==> src/rtl/pipeline_stall_controller.sv <==
// pipeline_stall_controller: latch enables for load-use, branch flush and multdiv handshake
module pipeline_stall_controller #(
    parameter int MD_TIMEOUT = 64,
    parameter int CNT_W      = 32
) (
    input  logic             clock,
    input  logic             reset,
    input  logic [31:0]      FD_Latch_Instr,
    input  logic [31:0]      DX_Latch_Instr,
    input  logic             branch_taken,
    input  logic             md_rdy,
    input  logic             md_exception,
    input  logic [31:0]      md_data,
    output logic             pc_we,
    output logic             fd_we,
    output logic             dx_we,
    output logic             fd_flush,
    output logic             dx_nop,
    output logic             xm_nop,
    output logic             md_start_mult,
    output logic             md_start_div,
    output logic [31:0]      md_result,
    output logic             md_result_exc,
    output logic             md_busy,
    output logic             md_timeout,
    output logic [CNT_W-1:0] stall_cycles
);
    localparam int              TO_W    = $clog2(MD_TIMEOUT + 1);
    localparam logic [TO_W-1:0] TO_LAST = TO_W'(MD_TIMEOUT - 1);
    localparam logic [4:0] OP_R    = 5'd0;
    localparam logic [4:0] OP_BNE  = 5'd2;
    localparam logic [4:0] OP_JR   = 5'd4;
    localparam logic [4:0] OP_ADDI = 5'd5;
    localparam logic [4:0] OP_BLT  = 5'd6;
    localparam logic [4:0] OP_SW   = 5'd7;
    localparam logic [4:0] OP_LW   = 5'd8;
    localparam logic [4:0] OP_BEX  = 5'd22;
    localparam logic [4:0] ALU_MUL = 5'd6;
    localparam logic [4:0] ALU_DIV = 5'd7;

    typedef enum logic [1:0] {IDLE, BUSY, DONE} state_t;

    state_t            state_q, state_d;
    logic [TO_W-1:0]   to_cnt_q, to_cnt_d;
    logic [31:0]       res_q, res_d;
    logic              exc_q, exc_d;
    logic              tmo_q, tmo_d;
    logic [CNT_W-1:0]  stall_q;

    logic [4:0] fd_op, fd_rd, fd_rs, fd_rt, dx_op, dx_rd, dx_alu;
    logic       reads_rs, reads_rt, reads_rd, reads_r30;
    logic       dx_md, lu, md_stall, start;
    logic       unused_bits;

    assign fd_op  = FD_Latch_Instr[31:27];
    assign fd_rd  = FD_Latch_Instr[26:22];
    assign fd_rs  = FD_Latch_Instr[21:17];
    assign fd_rt  = FD_Latch_Instr[16:12];
    assign dx_op  = DX_Latch_Instr[31:27];
    assign dx_rd  = DX_Latch_Instr[26:22];
    assign dx_alu = DX_Latch_Instr[6:2];
    assign unused_bits = ^{FD_Latch_Instr[11:0], DX_Latch_Instr[21:7], DX_Latch_Instr[1:0]};

    // sw data (rd) is forwarded by the WM bypass, so sw only interlocks on its base register
    assign reads_rs  = fd_op inside {OP_R, OP_ADDI, OP_LW, OP_SW, OP_BNE, OP_BLT};
    assign reads_rt  = fd_op == OP_R;
    assign reads_rd  = fd_op inside {OP_BNE, OP_BLT, OP_JR};
    assign reads_r30 = fd_op == OP_BEX;

    assign lu = (dx_op == OP_LW) && (dx_rd != 5'd0) &&
                ((reads_rs && fd_rs == dx_rd) || (reads_rt && fd_rt == dx_rd) ||
                 (reads_rd && fd_rd == dx_rd) || (reads_r30 && dx_rd == 5'd30));

    assign dx_md    = (dx_op == OP_R) && (dx_alu == ALU_MUL || dx_alu == ALU_DIV);
    assign start    = (state_q == IDLE) && dx_md;
    assign md_stall = start || (state_q == BUSY);

    assign md_start_mult = reset && start && (dx_alu == ALU_MUL);
    assign md_start_div  = reset && start && (dx_alu == ALU_DIV);
    assign md_busy       = state_q == BUSY;
    assign md_result     = res_q;
    assign md_result_exc = exc_q;
    assign md_timeout    = tmo_q;
    assign stall_cycles  = stall_q;

    // multdiv FSM next state, timeout counter and result hold register
    always_comb begin
        state_d  = state_q;
        to_cnt_d = to_cnt_q;
        res_d    = res_q;
        exc_d    = exc_q;
        tmo_d    = tmo_q;
        case (state_q)
            IDLE: begin
                if (dx_md) begin
                    to_cnt_d = '0;
                    state_d  = BUSY;
                end
            end
            BUSY: begin
                if (md_rdy) begin
                    res_d   = md_data;
                    exc_d   = md_exception;
                    state_d = DONE;
                end else if (to_cnt_q == TO_LAST) begin
                    res_d   = '0;
                    exc_d   = 1'b1;
                    tmo_d   = 1'b1;
                    state_d = DONE;
                end else begin
                    to_cnt_d = to_cnt_q + TO_W'(1);
                end
            end
            DONE:    state_d = IDLE;
            default: state_d = IDLE;
        endcase
    end

    // latch controls by priority: multdiv stall, taken branch, load-use bubble, normal flow
    always_comb begin
        pc_we    = 1'b0;
        fd_we    = 1'b0;
        dx_we    = 1'b0;
        fd_flush = 1'b0;
        dx_nop   = 1'b0;
        xm_nop   = 1'b0;
        if (reset) begin
            if (md_stall) begin
                xm_nop = 1'b1;
            end else if (branch_taken) begin
                pc_we    = 1'b1;
                fd_we    = 1'b1;
                dx_we    = 1'b1;
                fd_flush = 1'b1;
                dx_nop   = 1'b1;
            end else if (lu) begin
                dx_we  = 1'b1;
                dx_nop = 1'b1;
            end else begin
                pc_we = 1'b1;
                fd_we = 1'b1;
                dx_we = 1'b1;
            end
        end
    end

    // FSM and hold register state
    always_ff @(posedge clock or negedge reset) begin
        if (!reset) begin
            state_q  <= IDLE;
            to_cnt_q <= '0;
            res_q    <= '0;
            exc_q    <= 1'b0;
            tmo_q    <= 1'b0;
        end else begin
            state_q  <= state_d;
            to_cnt_q <= to_cnt_d;
            res_q    <= res_d;
            exc_q    <= exc_d;
            tmo_q    <= tmo_d;
        end
    end

    // saturating count of cycles in which the PC is held
    always_ff @(posedge clock or negedge reset) begin
        if (!reset) begin
            stall_q <= '0;
        end else if (!pc_we && stall_q != '1) begin
            stall_q <= stall_q + CNT_W'(1);
        end
    end
endmodule

==> config.mk <==
export PLATFORM = sky130hd
export DESIGN_NAME = pipeline_stall_controller
export DESIGN_NICKNAME = d
export VERILOG_FILES = /design/src/rtl/pipeline_stall_controller.sv
export SDC_FILE = /design/constraint.sdc
export NUM_CORES = 1
export LEC_CHECK = 0
export ABC_AREA = 1
export CORE_ASPECT_RATIO = 0.8
export CORE_UTILIZATION = 30
export CTS_CLUSTER_SIZE = 20
export DETAILED_ROUTE_END_ITERATION = 6
export PLACE_DENSITY = 0.69
export SKIP_CTS_REPAIR_TIMING = 1
export SLEW_MARGIN = 5
export SYNTH_ARGS = -nofsm -noshare
export SYNTH_HDL_FRONTEND = slang
export SYNTH_SLANG_ARGS = --single-unit
==> constraint.sdc <==
create_clock -name clock -period 2.23 [get_ports clock]
set_input_delay 0.3345 -clock clock [delete_from_list [all_inputs] [get_ports clock]]
set_output_delay 0.3345 -clock clock [all_outputs]
set_load 0.02 [all_outputs]
==> results of run 1 <==
registers in the layout, summed over array words and instances (netlist names):
signal and count:
md_result 32, stall_cycles 32, to_cnt_q 7, state_q 2
md_result_exc 1, md_timeout 1
worst paths after layout:
kind                                                    end  slack [ps]
worst max-delay path                                 dx_nop          90
worst min-delay path              md_result[17]$_DFFE_PN0P_          50
worst max register to register  stall_cycles[7]$_DFFE_PN0P_         270
worst min register to register       md_timeout$_DFFE_PN0P_         470
max in group asynchronous       stall_cycles[9]$_DFFE_PN0P_        1240
min in group clock                   md_timeout$_DFFE_PN0P_         470
worst max-delay path, cell delays in order:
cell	delay [ps]
clkdlybuf4s50_1	480
nand2_1	60
nand2_1	80
nand2_1	50
nor2_1	110
nand3_1	100
nand3_1	110
nand2_2	70
o31ai_1	200
clkbuf_2	220
cells in the final DEF (no fill, tap or decap), drive strengths merged, types with 3 or more instances in the layout:
cell and instances:
dfrtp 75, inv 61, xnor2 12, nand2 177, buf 31, clkdlybuf4s50 126, nand4 42, a22o 32
nor2 60, o31ai 3, dlymetal6s2s 14, clkinv 3, nand3 17, clkbuf 11, nor3 23, xor2 22
per-layer routing:
layer / wire length, um / track usage [%] / up-vias / part of all wire, %
met5: 0 / 0 / - / 0
met4: 161 / 4.603 / 0 / 1.2
met3: 902 / 4.657 / 15 / 6.9
met2: 5411 / 26.43 / 159 / 42
met1: 6533 / 28.06 / 1988 / 50
li1: - / - / 2150 / -
per-stage QoR:
| step | cell area, um2 | instances | util (%) | power (mW) | TNS [ps] |
|---|---|---|---|---|---|
| after global routing | 6467 | 903 | 46.74 | 4.078 | -38.31 |
| after global placement | 6095 | 887 | 44.05 | 2.410 | -13700 |
| after floorplan | 4330 | 554 | - | 1.949 | 0 |
| after detailed placement | 6095 | 887 | 44.05 | 2.414 | -15210 |
| after CTS | 6401 | 903 | 46.27 | 3.921 | -3814 |
| final | 6467 | 903 | 46.74 | 3.875 | 0 |
cell families after synthesis:
| family | Yosys count | share of synthesized area, % |
|---|---|---|
| AOI/OAI and AO/OA | 42 | 7.946 |
| adders and majority gates | 2 | 0.5778 |
| DFF | 75 | 43.34 |
| buffers and inverters | 77 | 7.830 |
| xor gates and xnor gates | 34 | 6.876 |
| and+or+nand+nor | 324 | 33.43 |
power by group:
| group | leakage, nW | internal (mW) | total [mW] | switching (mW) |
|---|---|---|---|---|
| clock | 0.150 | 0.799 | 1.48 | 0.682 |
| sequential | 1.00 | 1.47 | 1.57 | 0.0987 |
| combinational | 2.04 | 0.422 | 0.828 | 0.406 |
| total | 3.19 | 2.69 | 3.88 | 1.19 |
final cells by class:
class                           count  area, um2
Clock buffer                        9      225.2
Inverter                           57      214.0
Fill cell                        1344       7368
Multi-Input combinational cell    402       2151
Clock inverter                      7      81.33
Sequential cell                    75       1877
Tap cell                          180      225.2
Timing Repair Buffer              173       1694
==> results.py, run 1 <==
metrics = {
    "placement": {
        "pre_cts_ws_ps": -530.1,
        "hpwl_mm": 9.722,
        "io_buffer_count": 146,
        "routabilityCongestion": 0.9532,
    },
    "detailed_routing": {
        "drt-pass1-iter-count": 4,
        "via_count": 4312,
        "ant_nets": 0,
        "drt_iter0_drc": 375,
        "vias_per_cell": 4.775,
        "wl_per_cell_um": 14.41,
        "drt-total-wl_mm": 13.01,
        "drcViolationCount": 0,
    },
    "synth": {
        "synth_commonest_cells": "173 x nand2_1, 75 x dfrtp_1, 59 x nor2_1, 55 x inv_1, 41 x nand4_1",
        "synth_cell_types": 32,
        "yosysMostFrequentCell": "nand2_1",
        "seq_area_frac_synth_pct": 43.34,
        "yosysWarnings": 0,
        "avgSynthCellArea_um2": 7.817,
        "postSynthNetCount": 657,
        "synth_top_area_share_pct": 43.34,
        "post-synth-top-area-cell": "dfrtp_1",
        "netlist_area_mm2": 0.004330,
        "synth-seq-cells": 75,
        "synth_edf_count": 0,
        "synthCells": 554,
        "ys.flop_type": "dfrtp_1",
        "synthArstFlopShare_pct": 100.0,
        "synth_area_leaders": "dfrtp_1 43%, nand2_1 15%, a22o_1 6.5%",
    },
    "critical_path": {
        "cp.required_ps": 1900,
        "crit_path_start": "FD_Latch_Instr[23]",
        "path_class": "input port to output pin",
        "r2r-start": "state_q[0]$_DFFE_PN0P_",
        "cp-start-kind": "input port",
        "end_kind": "output pin",
        "reg2reg_depth": 11,
        "arrival_ps": 1800,
        "crit_fanout": 2,
    },
    "timing": {
        "hold_viol": 0,
        "period_share_pct": 95.85,
        "fmax_mhz": 467.9,
        "maxSlewViolCount": 0,
        "fin_crit_ps": 2137,
        "clock_skew_ps": 10.72,
        "finalSetupViolations": 0,
        "worst_pin_slew_ps": 598.2,
        "hold_ws_ps": 48.75,
        "setup_slack_ps": 92.60,
        "maxSlewHeadroom_pct": 60.12,
    },
    "grt": {
        "antenna_found_initial": 0,
        "grt_usage_pct": 18.71,
        "grt.overflow.total": 0,
        "grt_pass1_vias": 4196,
        "grt_pass1_wl_mm": 21.58,
        "grt_max_degree": 47,
    },
    "finish": {
        "nets": 821,
        "drive_above_1_share_pct": 9.959,
        "area_growth_syn_to_layout_pct": 49.35,
        "antenna_cells": 0,
    },
    "clock_tree": {
        "ctsRootBufferMaster": "clkbuf_16",
        "cts_buffer_depth": 2,
        "cts_num_sinks": 75,
        "clock_latency_ps": 340,
        "cts_tree": "done",
        "cts-htree-levels": 3,
        "clkTransAtPathRegs_ps": 70,
        "cts_made_buffers": 9,
    },
    "die": {
        "initial_core_util_pct": 31.30,
        "io_pins": 176,
        "fp.dieH_um": 109.5,
        "core_mm2": 0.01384,
        "dieWidth_um": 136.3,
        "rows": 38,
        "dieArea_mm2": 0.01492,
    },
    "flow_run": {
        "max-cap-violations": 0,
    },
    "power": {
        "p_per_area_mw_per_mm2": 599.2,
        "p_leak_nw": 3.185,
        "ir_worst_vdd_v": 0.0003932,
    },
    "outcome": {
        "outcome": "finished, final reports clean",
    },
    "min_path": {
        "hp-class": "input port to async pin",
    },
}
(Power assumes the default switching activity.)
==> inputs of run 2 (changes only) <==
--- a/config.mk
+++ b/config.mk
@@ -7,10 +7,10 @@
 export LEC_CHECK = 0
 export ABC_AREA = 1
 export CORE_ASPECT_RATIO = 0.8
-export CORE_UTILIZATION = 30
+export CORE_UTILIZATION = 44
 export CTS_CLUSTER_SIZE = 20
 export DETAILED_ROUTE_END_ITERATION = 6
-export PLACE_DENSITY = 0.69
+export PLACE_DENSITY = 0.92
 export SKIP_CTS_REPAIR_TIMING = 1
 export SLEW_MARGIN = 5
 export SYNTH_ARGS = -nofsm -noshare
==> results.py, run 2 (synthesized netlist as in run 1, its figures left out) <==
metrics = {
    "grt": {
        "grt_usage_pct": 26.88,
        "antenna_found_initial": 0,
        "grt_max_degree": 76,
        "grt_pass1_wl_mm": 21.89,
        "grt_pass1_vias": 4459,
        "grt.overflow.total": 0,
    },
    "clock_tree": {
        "ctsRootBufferMaster": "clkbuf_16",
        "cts-htree-levels": 3,
        "cts_buffer_depth": 2,
        "clkTransAtPathRegs_ps": 60,
        "cts_tree": "done",
        "clock_latency_ps": 340,
        "cts_made_buffers": 9,
        "cts_num_sinks": 75,
    },
    "power": {
        "p_leak_nw": 3.221,
        "p_per_area_mw_per_mm2": 597.3,
        "ir_worst_vdd_v": 0.0005812,
    },
    "detailed_routing": {
        "wl_per_cell_um": 15.77,
        "drt_iter0_drc": 317,
        "ant_nets": 0,
        "via_count": 4502,
        "vias_per_cell": 5.385,
        "drt-pass1-iter-count": 5,
        "drt-total-wl_mm": 13.19,
        "drcViolationCount": 0,
    },
    "placement": {
        "routabilityCongestion": 1.011,
        "io_buffer_count": 146,
        "hpwl_mm": 9.887,
    },
    "timing": {
        "maxSlewViolCount": 0,
        "fin_crit_ps": 2131,
        "hold_viol": 0,
        "clock_skew_ps": 12.03,
        "maxSlewHeadroom_pct": 38.66,
        "finalSetupTns_ps": 0,
        "worst_pin_slew_ps": 920.1,
        "period_share_pct": 95.58,
        "fmax_mhz": 469.2,
        "rsz0062_at_grt": "no",
        "finalSetupViolations": 0,
    },
    "finish": {
        "antenna_cells": 0,
        "area_growth_syn_to_layout_pct": 46.75,
        "final_common_cell": "nand2_1",
        "utilization_pct": 68.27,
        "drive_above_1_share_pct": 9.154,
        "layout_common_cells": "171 x nand2_1, 125 x clkdlybuf4s50_1, 75 x dfrtp_1",
        "nets": 819,
    },
    "die": {
        "dieArea_mm2": 0.01024,
        "core_mm2": 0.009309,
        "fp.dieH_um": 90.73,
        "dieWidth_um": 112.9,
        "initial_core_util_pct": 46.52,
        "rows": 31,
        "io_pins": 176,
    },
    "critical_path": {
        "cp.required_ps": 1900,
        "path_class": "flop to output pin",
        "r2r-start": "state_q[0]$_DFFE_PN0P_",
        "end_kind": "output pin",
        "crit_path_start": "state_q[0]$_DFFE_PN0P_",
        "arrival_ps": 1800,
        "reg2reg_depth": 10,
        "cp-start-kind": "flop",
        "crit_fanout": 4,
    },
    "outcome": {
        "outcome": "finished, final reports clean",
    },
    "min_path": {
        "hp-class": "input port to async pin",
    },
    "flow_run": {
        "max-cap-violations": 0,
    },
}
## run 2: final cells by class
class                   count  area, um2
repair buffers            171       1690
multi-input cells         402       2145
well taps                 115      143.9
fillers                   739       2954
inverters                  57      214.0
flip-flops and latches     75       1877
clock buffers              10      239.0
clock inverters             6      46.29
## run 2: critical path, cell delays in order (launching register included)
cell and delay [ps]:
dfrtp_1 380, or2_1 230, nor3_2 130, nand4_2 150
buf_4 200, a21oi_1 120, dlymetal6s2s_1 260
## run 2: report_power, final
group	internal [mW]	switching, mW
clock	0.791	0.595
sequential	1.47	0.102
combinational	0.420	0.419
total	2.68	1.12
## run 2: metal layers
metal / global-route usage, % / part of all wire (%) / up-vias
met5: 0 / 0 / -
met1: 34.42 / 42 / 2130
met3: 7.383 / 8.5 / 22
li1: - / - / 2142
met2: 45.37 / 48 / 208
met4: 5.811 / 1.3 / 0
## run 2: stage by stage
step                worst slack (ps)  cells  hold slack [ps]  cell area, um2  power (mW)
global route                   25.42    836            329.2            6355       3.959
detailed placement            -451.6    819            480.4            5991       2.414
CTS                           -451.7    835            291.8            6276       3.820
floorplan                      22.05    554            38.91            4330       1.949
global placement              -425.7    819            461.1            5991       2.387
finish                         98.64    836            229.8            6355       3.796
## run 2: path summary, 6_finish.rpt
check                                                to  slack (ps)
setup reg to reg           stall_cycles[22]$_DFFE_PN0P_         210
hold reg to reg                 to_cnt_q[5]$_DFFE_PN0P_         500
hold / removal             stall_cycles[31]$_DFFE_PN0P_         230
max in group asynchronous  stall_cycles[27]$_DFFE_PN0P_        1380
min in group clock              to_cnt_q[5]$_DFFE_PN0P_         500
setup / recovery                                 xm_nop         100
